## config.mk

```make
export PLATFORM = sky130hd
export DESIGN_NAME = psw_flag_unit
export DESIGN_NICKNAME = d
export VERILOG_FILES = /design/src/rtl/psw_flag_unit_pkg.sv /design/src/rtl/psw_flag_unit_stack.sv /design/src/rtl/psw_flag_unit.sv
export SDC_FILE = /design/constraint.sdc
export NUM_CORES = 1
export LEC_CHECK = 0
export ABC_CLOCK_PERIOD_IN_PS = 2800
export BUFFER_PORTS_ARGS = -buffer_cell sky130_fd_sc_hd__buf_2
export CAP_MARGIN = 20
export CELL_PAD_IN_SITES_DETAIL_PLACEMENT = 0
export CELL_PAD_IN_SITES_GLOBAL_PLACEMENT = 1
export CORE_MARGIN = 2
export CORE_UTILIZATION = 36
export DETAILED_ROUTE_END_ITERATION = 12
export HOLD_SLACK_MARGIN = 0.12
export PLACE_DENSITY_LB_ADDON = 0.1
export SYNTH_ARGS = -nofsm -noshare
export SYNTH_HDL_FRONTEND = slang
export SYNTH_SLANG_ARGS = --single-unit
```

## constraint.sdc

```tcl
create_clock -name CLK -period 2.8 [get_ports CLK]
set_input_delay 0.14 -clock CLK [delete_from_list [all_inputs] [get_ports CLK]]
set_output_delay 0.14 -clock CLK [all_outputs]
set_load 0.005 [all_outputs]
```

## src/rtl/psw_flag_unit_pkg.sv

```systemverilog
// Shared ALU package: condition codes, flag indices, JK helper.
// Imported by the PSW flag unit.
package psw_flag_unit_pkg;

  localparam logic [3:0] CC_EQ = 4'd0;
  localparam logic [3:0] CC_NE = 4'd1;
  localparam logic [3:0] CC_CS = 4'd2;
  localparam logic [3:0] CC_CC = 4'd3;
  localparam logic [3:0] CC_MI = 4'd4;
  localparam logic [3:0] CC_PL = 4'd5;
  localparam logic [3:0] CC_VS = 4'd6;
  localparam logic [3:0] CC_VC = 4'd7;
  localparam logic [3:0] CC_HI = 4'd8;
  localparam logic [3:0] CC_LS = 4'd9;
  localparam logic [3:0] CC_GE = 4'd10;
  localparam logic [3:0] CC_LT = 4'd11;
  localparam logic [3:0] CC_GT = 4'd12;
  localparam logic [3:0] CC_LE = 4'd13;
  localparam logic [3:0] CC_AL = 4'd14;
  localparam logic [3:0] CC_NV = 4'd15;

  localparam int FLAG_N = 3;
  localparam int FLAG_Z = 2;
  localparam int FLAG_V = 1;
  localparam int FLAG_C = 0;

  typedef enum logic [1:0] {
    JK_HOLD = 2'b00,
    JK_CLR  = 2'b01,
    JK_SET  = 2'b10,
    JK_TGL  = 2'b11
  } jk_op_e;

  function automatic logic jk_next(
    input logic q,
    input logic j,
    input logic k
  );
    logic r;
    r = q;
    unique case (jk_op_e'({j, k}))
      JK_HOLD: r = q;
      JK_CLR:  r = 1'b0;
      JK_SET:  r = 1'b1;
      JK_TGL:  r = ~q;
    endcase
    return r;
  endfunction

endpackage

```

## src/rtl/psw_flag_unit_stack.sv

```systemverilog
// Flag save stack: register array plus occupancy pointer.
// Ports: clk, clr, push, pop, din -> top, level, full, empty.
module psw_save_stack #(
  parameter int W     = 4,
  parameter int DEPTH = 4
) (
  input  logic                     clk,
  input  logic                     clr,
  input  logic                     push,
  input  logic                     pop,
  input  logic [W-1:0]             din,
  output logic [W-1:0]             top,
  output logic [$clog2(DEPTH):0]   level,
  output logic                     full,
  output logic                     empty
);

  localparam int AW = $clog2(DEPTH);
  localparam int LW = AW + 1;

  logic [W-1:0]  r_mem [DEPTH];
  logic [LW-1:0] r_level;

  logic [AW-1:0] w_top_idx;
  logic [AW-1:0] w_wr_idx;
  logic          w_full;
  logic          w_empty;
  logic          w_swap;
  logic          w_push;
  logic          w_pop;

  assign w_full    = (r_level == LW'(DEPTH));
  assign w_empty   = (r_level == '0);
  assign w_top_idx = AW'(r_level - 1'b1);
  assign w_wr_idx  = r_level[AW-1:0];

  // Push+pop on a non-empty stack rewrites the top in place.
  assign w_swap = push & pop & ~w_empty;
  assign w_push = push & ~w_full & ~w_swap;
  assign w_pop  = pop & ~push & ~w_empty;

  always_ff @(posedge clk) begin
    if (clr) begin
      r_level <= '0;
    end else if (w_push) begin
      r_level <= r_level + 1'b1;
    end else if (w_pop) begin
      r_level <= r_level - 1'b1;
    end
  end

  always_ff @(posedge clk) begin
    if (!clr) begin
      if (w_swap) begin
        r_mem[w_top_idx] <= din;
      end else if (w_push) begin
        r_mem[w_wr_idx] <= din;
      end
    end
  end

  assign top   = r_mem[w_top_idx];
  assign level = r_level;
  assign full  = w_full;
  assign empty = w_empty;

endmodule

```

## src/rtl/psw_flag_unit.sv

```systemverilog
// PSW flag register: JK/ALU/bus/stack sources, condition decode.
// Ports: CLK, CLR, J, K, UPD*, ALU_FLAGS, WR_*, PUSH, POP, COND_SEL -> PSW, COND, LEVEL, FULL, EMPTY, OVF, UNF.
module psw_flag_unit
  import psw_flag_unit_pkg::*;
#(
  parameter int NFLAGS    = 4,
  parameter int PSW_WIDTH = 16,
  parameter int DEPTH     = 4
) (
  input  logic                   CLK,
  input  logic                   CLR,
  input  logic [NFLAGS-1:0]      J,
  input  logic [NFLAGS-1:0]      K,
  input  logic                   UPD,
  input  logic [NFLAGS-1:0]      UPD_MASK,
  input  logic [NFLAGS-1:0]      ALU_FLAGS,
  input  logic                   WR_EN,
  input  logic [NFLAGS-1:0]      WR_DATA,
  input  logic                   PUSH,
  input  logic                   POP,
  input  logic [3:0]             COND_SEL,
  output logic [PSW_WIDTH-1:0]   PSW,
  output logic                   COND,
  output logic [$clog2(DEPTH):0] LEVEL,
  output logic                   FULL,
  output logic                   EMPTY,
  output logic                   OVF,
  output logic                   UNF
);

  logic [NFLAGS-1:0] r_flags;
  logic              r_ovf;
  logic              r_unf;

  logic [NFLAGS-1:0] w_next;
  logic [NFLAGS-1:0] w_top;
  logic              w_full;
  logic              w_empty;
  logic              w_pop_ok;
  logic              w_ovf_ev;
  logic              w_unf_ev;
  logic              w_n;
  logic              w_z;
  logic              w_v;
  logic              w_c;
  logic              w_cond;
  logic [PSW_WIDTH-1:0] w_psw;

  psw_save_stack #(
    .W     (NFLAGS),
    .DEPTH (DEPTH)
  ) u_stack (
    .clk   (CLK),
    .clr   (CLR),
    .push  (PUSH),
    .pop   (POP),
    .din   (r_flags),
    .top   (w_top),
    .level (LEVEL),
    .full  (w_full),
    .empty (w_empty)
  );

  assign w_pop_ok = POP & ~w_empty;
  assign w_ovf_ev = PUSH & w_full & ~POP;
  assign w_unf_ev = POP & w_empty & ~PUSH;

  // Priority low->high: JK, masked ALU load, bus write, pop.
  always_comb begin
    w_next = r_flags;
    for (int i = 0; i < NFLAGS; i++) begin
      w_next[i] = jk_next(r_flags[i], J[i], K[i]);
      if (UPD && UPD_MASK[i]) begin
        w_next[i] = ALU_FLAGS[i];
      end
    end
    if (WR_EN) begin
      w_next = WR_DATA;
    end
    if (w_pop_ok) begin
      w_next = w_top;
    end
  end

  always_ff @(posedge CLK) begin
    if (CLR) begin
      r_flags <= '0;
      r_ovf   <= 1'b0;
      r_unf   <= 1'b0;
    end else begin
      r_flags <= w_next;
      r_ovf   <= r_ovf | w_ovf_ev;
      r_unf   <= r_unf | w_unf_ev;
    end
  end

  assign w_n = r_flags[FLAG_N];
  assign w_z = r_flags[FLAG_Z];
  assign w_v = r_flags[FLAG_V];
  assign w_c = r_flags[FLAG_C];

  always_comb begin
    w_cond = 1'b0;
    case (COND_SEL)
      CC_EQ:   w_cond = w_z;
      CC_NE:   w_cond = ~w_z;
      CC_CS:   w_cond = w_c;
      CC_CC:   w_cond = ~w_c;
      CC_MI:   w_cond = w_n;
      CC_PL:   w_cond = ~w_n;
      CC_VS:   w_cond = w_v;
      CC_VC:   w_cond = ~w_v;
      CC_HI:   w_cond = w_c & ~w_z;
      CC_LS:   w_cond = ~w_c | w_z;
      CC_GE:   w_cond = (w_n == w_v);
      CC_LT:   w_cond = (w_n != w_v);
      CC_GT:   w_cond = ~w_z & (w_n == w_v);
      CC_LE:   w_cond = w_z | (w_n != w_v);
      CC_AL:   w_cond = 1'b1;
      CC_NV:   w_cond = 1'b0;
      default: w_cond = 1'b0;
    endcase
  end

  always_comb begin
    w_psw = '0;
    w_psw[NFLAGS-1:0] = r_flags;
  end

  assign PSW   = w_psw;
  assign COND  = w_cond;
  assign FULL  = w_full;
  assign EMPTY = w_empty;
  assign OVF   = r_ovf;
  assign UNF   = r_unf;

endmodule

```

# Yosys cells after proc, flatten, opt, wreduce, memory -nomap -nowiden
# Memory sizes are Yosys's and may differ from the RTL's.
# Index checks and enable logic that the tools add are counted.
# word_totals
register_bits,9
ramBits,16
output_inout_bits,24
word_cells,105
memories,1
# memory_table
memory,depth,word_bits,read_ports,rd_ports_with_merged_regs,write_ports,line_no,rtl
u_stack.r_mem,4,4,1,0,1,psw_flag_unit_stack.sv:21,logic [W-1:0] r_mem [DEPTH];
# op_classes
addsub,2
eq_ne,34
n_mux,23
bitwise,26
reduce_logical,12
# op_table
cell,count
4-bit == test (second input constant),8
2-bit == test (second input constant),8
4-bit by 3-bit == test with 1-bit output (second input constant),4
4-bit != test (second input constant),4
1-bit case mux with 16 select lines,1
1-bit bitwise AND,13
1-bit two-way mux,12
4-bit two-way mux,3
1-bit case mux with 3 select lines,4
1-bit NOT,9
2-bit by 1-bit == test with 1-bit output (second input constant),4
4-bit by 2-bit == test with 1-bit output (second input constant),2
2-bit logical NOT,4
3-bit two-way mux,2
4-bit by 1-bit == test with 1-bit output (second input constant),1
1-bit logical AND,4
4-bit logical NOT,1
1-bit OR,4
4-bit OR reduction,1
3-bit by 1-bit adder with 3-bit output (second input constant),1
3-bit == test (second input constant),1
3-bit logical NOT,1
3-bit by 1-bit subtractor with 3-bit output (second input constant),1
2-bit two-way mux,1
3 further kinds,3

# Longest topological paths before layout
# Gate-level depths: netlist (run 1).
# depth
depth_word,11
depth_mapped,8
ltp_nobuf,6

# By module
# From an unflattened synthesis (run 1), not the netlist that was laid out.
# hier_totals
hier_cells,141
area_unflattened_um2,1472.7
# modules_own_cells
module,instances,cells_each,area_per_inst_um2,seq_area_each_um2
psw_save_stack,1,73,969.7,540.5
psw_flag_unit,1,68,503.0,120.1

# Worst setup path after synthesis (run 1)
# Ideal clock, no wire load.
# synth_path
kind,reg-to-reg
from,register u_stack.r_level[0] (netlist: u_stack.level[0])
to,"memory u_stack.r_mem[2][0], enable pin"
setup_time_ns,0.339
t_arrival_ns,1.896
t_required_ns,2.461
path_slack_ns,0.565
stages_incl_launch_ff,8
path_cell_list,dfxtp_1 > buf_4 > inv_1 > ha_1 > nand2b_2 > and3_4 > or3_1 > a21oi_1
# synth_via
elab_chain_cells,11
# synth_rtl
element,line_no,rtl
"start, declared",psw_flag_unit_stack.sv:22,logic [LW-1:0] r_level;
"start signal, assigned",psw_flag_unit_stack.sv:46,r_level <= r_level + 1'b1;
"start signal, assigned",psw_flag_unit_stack.sv:48,r_level <= r_level - 1'b1;
3-bit logical NOT,psw_flag_unit_stack.sv:33,assign w_empty = (r_level == '0);
1-bit NOT,psw_flag_unit_stack.sv:38,assign w_swap = push & pop & ~w_empty;
1-bit bitwise AND,psw_flag_unit_stack.sv:38,
1-bit NOT,psw_flag_unit_stack.sv:39,assign w_push = push & ~w_full & ~w_swap;
1-bit bitwise AND,psw_flag_unit_stack.sv:39,
1-bit two-way mux,psw_flag_unit_stack.sv:56,end else if (w_push) begin
1-bit two-way mux,psw_flag_unit_stack.sv:54,if (w_swap) begin
1-bit two-way mux,psw_flag_unit_stack.sv:53,if (!clr) begin
1-bit two-way mux (not written as such),psw_flag_unit_stack.sv:57,r_mem[w_wr_idx] <= din;
4-bit OR reduction (no line),n/a,
2-bit two-way mux (no line) / 1-bit two-way mux (equally long branches),n/a,
"end, declared",psw_flag_unit_stack.sv:21,
# Several ways; a longest one is shown, not always the timed one.

# Final worst setup path (run 1)
# layout_path
from,register u_stack.r_level[1] (netlist: u_stack.level[1])
to,"memory u_stack.r_mem[3][2], enable pin"
# The elaborated chain is that of the path after synthesis.

==> results of run 1 <==
metrics by stage:
stage / total power (W) / util
after global placement: 0.000871 / 0.418
after floorplan: 0.000766 / -
after CTS: 0.00109 / 0.430
after detailed placement: 0.000874 / 0.418
after global routing: 0.00115 / 0.430
final: 0.00107 / 0.430
final timing paths:
path	end	startpoint	slack (ns)	depth (start not counted)
min	r_flags[2]	WR_DATA[2]	0.14	3
min reg2reg	UNF	UNF	0.48	2
max reg2reg	u_stack.r_mem[3][2]	u_stack.level[1]	0.55	6
max	u_stack.r_mem[3][2]	u_stack.level[1]	0.55	6
sequential cells by signal (all words and copies together) (netlist names):
name,cells
OVF,1
r_flags,4
u_stack.r_mem,16
UNF,1
u_stack.level,3
worst max-delay path, stage by stage, from the launching register on:
cell and delay, ns:
dfxtp_1 0.43, inv_1 0.14, ha_1 0.26, nand2b_2 0.24
and3_4 0.22, or3_1 0.30, a21oi_1 0.33
layout by cell type, fill, tap and decap left out, types with 6 or more instances in the layout:
master	count
buf_2	41
edfxtp_1	16
conb_1	12
nor2_1	11
nand3_1	10
dfxtp_1	9
a21oi_1	8
nand2_1	7
o21ai_0	6
logic make-up (layout without fill, tap and decap cells):
family,count (synthesis),count (layout),share of synthesized area
XOR/XNOR,2,2,0.0121
AND/OR/NAND/NOR,45,45,0.168
adder cells (fa/ha/maj),3,3,0.0260
multiplexers,6,6,0.0849
other,1,12,0.00260
buffers and inverters,20,50,0.0884
AO/OA/AOI/OAI,33,33,0.160
flip-flops,25,25,0.458
report_power, final:
| group | switching (W) | internal [W] |
|---|---|---|
| registers | 0.0000495 | 0.000448 |
| clock network | 0.000111 | 0.0000993 |
| logic | 0.000185 | 0.000181 |
metal layers:
layer	vias to the layer above	routed length, um	GRT usage
li1	566	-	-
met1	534	1550	0.208
met2	28	1340	0.196
met3	2	136	0.0317
met4	0	19	0.0306
met5	-	0	0
area by class of cell:
type                       count  area share
multi-input combinational    101       0.411
sequential                    25       0.390
timing repair buffer          42       0.126
tap                           50      0.0369
clock buffer                   3      0.0244
inverter                       4     0.00886
clock inverter                 1     0.00295
==> run summary, run 1 <==
outcome: finished clean
grt total ovfl: 0
H-Tree Depth: 1
asr flop ratio synth: 0
Syn-to-layout area delta: 17.3%
Final setup viols: 0
CTS root buffer: clkbuf_8
P per Cell Area: 634 nW/um2
drt wl/cell: 13.5 um
worst path required time: 2.73 ns
CTS Sinks: 25
max_cap viols: 0
PortBufs: 41
Placement Cell Area: 1650 um2
Lkg Pwr: 0.690 nW
WP data arrival: 2.18 ns
Reg area: 661 um2
cell taking the most area after synthesis: edfxtp_1
Final WS setup: 0.549 ns
Routed Antenna Nets: 0
drt total wl: 3.05 mm
Vias/cell: 5.00
crit start category: flip-flop
I/O Pins: 54
CTS tree: done
Worst Skew: 0.00507 ns
top post-synthesis cells by area: edfxtp_1 33%, dfxtp_1 12%, mux4_2 7.8%
post-CTS setup buffer count: 0
Die Ht: 67.3 um
Hold WS: 0.145 ns
final worst path period share: 0.804
top cell type's share of synthesized area: 0.333
# diodes: 0
DR vias: 1130
Cells after Synth: 135
VDD IR max: 0.000309 V
Yosys warning total: 0
post-synthesis register bit count: 25
fmax: 0.444 GHz
DRC: 0
fill count: 387
total track usage: 0.137
EDFF count, synth: 16
Slew Limit Fails: 0
initial antenna violation count: 0
cts repair resizes: 0
largest net degree at the start of global routing: 15
first-pass GRT wire length: 4.60 mm
Setup TNS: 0 ns
Synth Area per Inst: 10.7 um2
Die ar.: 4530 um2
clock buffer depth: 2
prevailing post-synth register cell: edfxtp_1
Crit. End Element: flip-flop
RSZ-0062 raised after global routing: no
Num CTS Buffers: 3
number of global-route vias before repair: 914
Final Wtd Congestion: 0.822
DP HPWL: 2.33 mm
Reg clk slew, reported paths: 0.09 ns
Synth top cells by count: 16 x edfxtp_1, 13 x buf_4, 11 x nor2_1
area of the multi-input gates: 697 um2
CTS Hold Bufs: 0
DP Cell Count: 222
Seq/Total Area, Yosys: 0.458
count leader, synth: edfxtp_1
Netlist Area Pre-Place: 1440 um2
DP Worst Slack: 0.555 ns
design area: 1690 um2
fin cells: 226
Final Hold Fails: 0
core footprint: 3940 um2
1st-iter DRT viols: 63
Setup Crit Path Kind: flip-flop to flip-flop
post-synth cell types: 36
Die X: 67.3 um
NumNets Final: 210
crit-path max FO: 6
Min-Delay Path Class: primary input to flip-flop
worst-skew pair later-pin latency: 0.26 ns
Site Rows: 23
router iterations before antenna repair: 4
layout cells sized above 1: 0.318
crit path time final: 2.25 ns
Initial Util: 0.366
Power figures use the tool's default switching activity.
==> run 2, diff against run 1 <==
--- a/config.mk
+++ b/config.mk
@@ -5,13 +5,13 @@
 export SDC_FILE = /design/constraint.sdc
 export NUM_CORES = 1
 export LEC_CHECK = 0
-export ABC_CLOCK_PERIOD_IN_PS = 2800
+export ABC_CLOCK_PERIOD_IN_PS = 1880
 export BUFFER_PORTS_ARGS = -buffer_cell sky130_fd_sc_hd__buf_2
 export CAP_MARGIN = 20
 export CELL_PAD_IN_SITES_DETAIL_PLACEMENT = 0
 export CELL_PAD_IN_SITES_GLOBAL_PLACEMENT = 1
 export CORE_MARGIN = 2
-export CORE_UTILIZATION = 36
+export CORE_UTILIZATION = 33
 export DETAILED_ROUTE_END_ITERATION = 12
 export HOLD_SLACK_MARGIN = 0.12
 export PLACE_DENSITY_LB_ADDON = 0.1
==> constraint.sdc (replaced) <==
create_clock -name CLK -period 1.88 [get_ports CLK]
set_input_delay 0.094 -clock CLK [delete_from_list [all_inputs] [get_ports CLK]]
set_output_delay 0.094 -clock CLK [all_outputs]
set_load 0.005 [all_outputs]
==> run summary, run 2 (synthesis results as in run 1) <==
outcome: finished clean
DR vias: 1192
Vias/cell: 5.01
post-CTS setup buffer count: 0
Site Rows: 24
CTS root buffer: clkbuf_8
Die Ht: 70.1 um
Reg clk slew, reported paths: 0.10 ns
first-pass GRT wire length: 5.49 mm
Final Wtd Congestion: 0.781
Syn-to-layout area delta: 26.6%
Num CTS Buffers: 3
NumNets Final: 220
Min-Delay Path Class: primary input to flip-flop
CTS Sinks: 25
worst path required time: 1.86 ns
fill count: 445
grt total ovfl: 0
Routed Antenna Nets: 0
slowest stage delay, CP: 0.38 ns
GR peak layer: met2
clock buffer depth: 2
crit path time final: 1.81 ns
Slew Limit Fails: 0
Initial Util: 0.336
critical path cell sequence: inv_6 -> ha_4 -> nand2b_4 -> and3_4 -> or3_1 -> a21oi_4
max reg flops: 16
Post-Route Utilization: 0.426
Top reg by flops: u_stack.r_mem
WP data arrival: 1.79 ns
met1 usage: 0.175
1st-iter DRT viols: 50
crit start category: flip-flop
H-Tree Depth: 1
# diodes: 0
CTS tree: done
number of global-route vias before repair: 1164
largest net degree at the start of global routing: 17
reg2reg setup slack: 0.07 ns
total track usage: 0.141
Crit. End Element: flip-flop
DP HPWL: 2.57 mm
Final Hold Fails: 0
RSZ-0062 raised after global routing: no
leading cell type in the layout, fill and taps excluded: buf_2
initial antenna violation count: 0
fmax: 0.553 GHz
worst-skew pair later-pin latency: 0.27 ns
Lkg Pwr: 0.747 nW
commonest non-fill, non-tap cells in the layout: 41 x buf_2, 16 x edfxtp_1, 12 x conb_1, 11 x nor2_1, 10 x nand3_1
max_cap viols: 0
Crit path max-delay family: simple AND/OR/NAND/NOR gates
layout cells sized above 1: 0.376
drt wl/cell: 14.1 um
Tot Pwr: 0.00174 W
CP Buf/Inv Count: 1
Worst Skew: 0.00383 ns
router iterations before antenna repair: 4
Die ar.: 4920 um2
I/O Pins: 54
GRT met2 Usage: 0.254
crit-path max FO: 6
Critical-path top delay cell: dfxtp_4
final worst path period share: 0.961
Die X: 70.1 um
core footprint: 4290 um2
P per Cell Area: 953 nW/um2
met3 Use GR: 0.0289
Final setup viols: 0
Setup Crit Path Kind: flip-flop to flip-flop
VDD IR max: 0.000483 V
PortBufs: 41
Setup TNS: 0 ns
DRC: 0
drt total wl: 3.36 mm
[run 2: cell types whose count changed in the layout (fill, tap and decap cells not counted), sizes merged]
| cell | before | now |
|---|---|---|
| buf | 42 | 49 |
| dlygate4sd3 | 0 | 3 |
| clkinv | 1 | 0 |
| inv | 4 | 5 |
[run 2: per-layer routing]
layer / up-vias / wire length, um
li1: 587 / -
met1: 571 / 1420
met2: 32 / 1790
met3: 2 / 140
met4: 0 / 17
met5: - / 0
[run 2: final timing paths]
| path | startpoint | end | depth (start not counted) |
|---|---|---|---|
| hold / removal | WR_EN | r_flags[1] | 3 |
| setup reg to reg | u_stack.level[0] | u_stack.r_mem[2][1] | 6 |
| setup / recovery | u_stack.level[0] | u_stack.r_mem[2][1] | 6 |
| hold reg to reg | UNF | UNF | 2 |
[run 2: final cells by class]
| cell class | instances | area [um2] | area share |
|---|---|---|---|
| Multi-Input combinational cell | 101 | 733 | 0.401 |
| Sequential cell | 25 | 664 | 0.363 |
| Timing Repair Buffer | 52 | 295 | 0.162 |
| Tap cell | 52 | 65.1 | 0.0356 |
| Clock buffer | 3 | 41.3 | 0.0226 |
| Inverter | 4 | 20.0 | 0.0110 |
| Clock inverter | 1 | 8.76 | 0.00479 |
[run 2: what timing repair did]
item                                    CTS  global route
endpoints found under the setup margin    0             8
hold buffers                              3             0
endpoints found under the hold margin     4             0
gates resized for setup                   0             2
[run 2: metrics by stage]
| step | std cells | worst slack [ns] | hold slack [ns] | cell area (um2) |
|---|---|---|---|---|
| 2_1_floorplan | 146 | -0.00288 | 0.243 | 1530 |
| 3_3_place_gp | 231 | 0.104 | 0.372 | 1740 |
| 3_5_place_dp | 231 | 0.0607 | 0.382 | 1740 |
| 4_1_cts | 238 | 0.0417 | 0.144 | 1820 |
| 5_1_grt | 238 | 0.00325 | 0.165 | 1830 |
| 6_report | 238 | 0.0729 | 0.149 | 1830 |
[run 2: power breakdown]
group          leakage [nW]  internal, W  switching, W
Clock                0.0261     0.000156      0.000192
Sequential            0.223     0.000669     0.0000693
Combinational         0.498     0.000341      0.000316
[run 2: worst reg2reg max path, stage by stage (launching register included)]
cell,delay (ns)
dfxtp_4,0.38
inv_6,0.04
ha_4,0.15
nand2b_4,0.15
and3_4,0.20
or3_1,0.36
a21oi_4,0.23
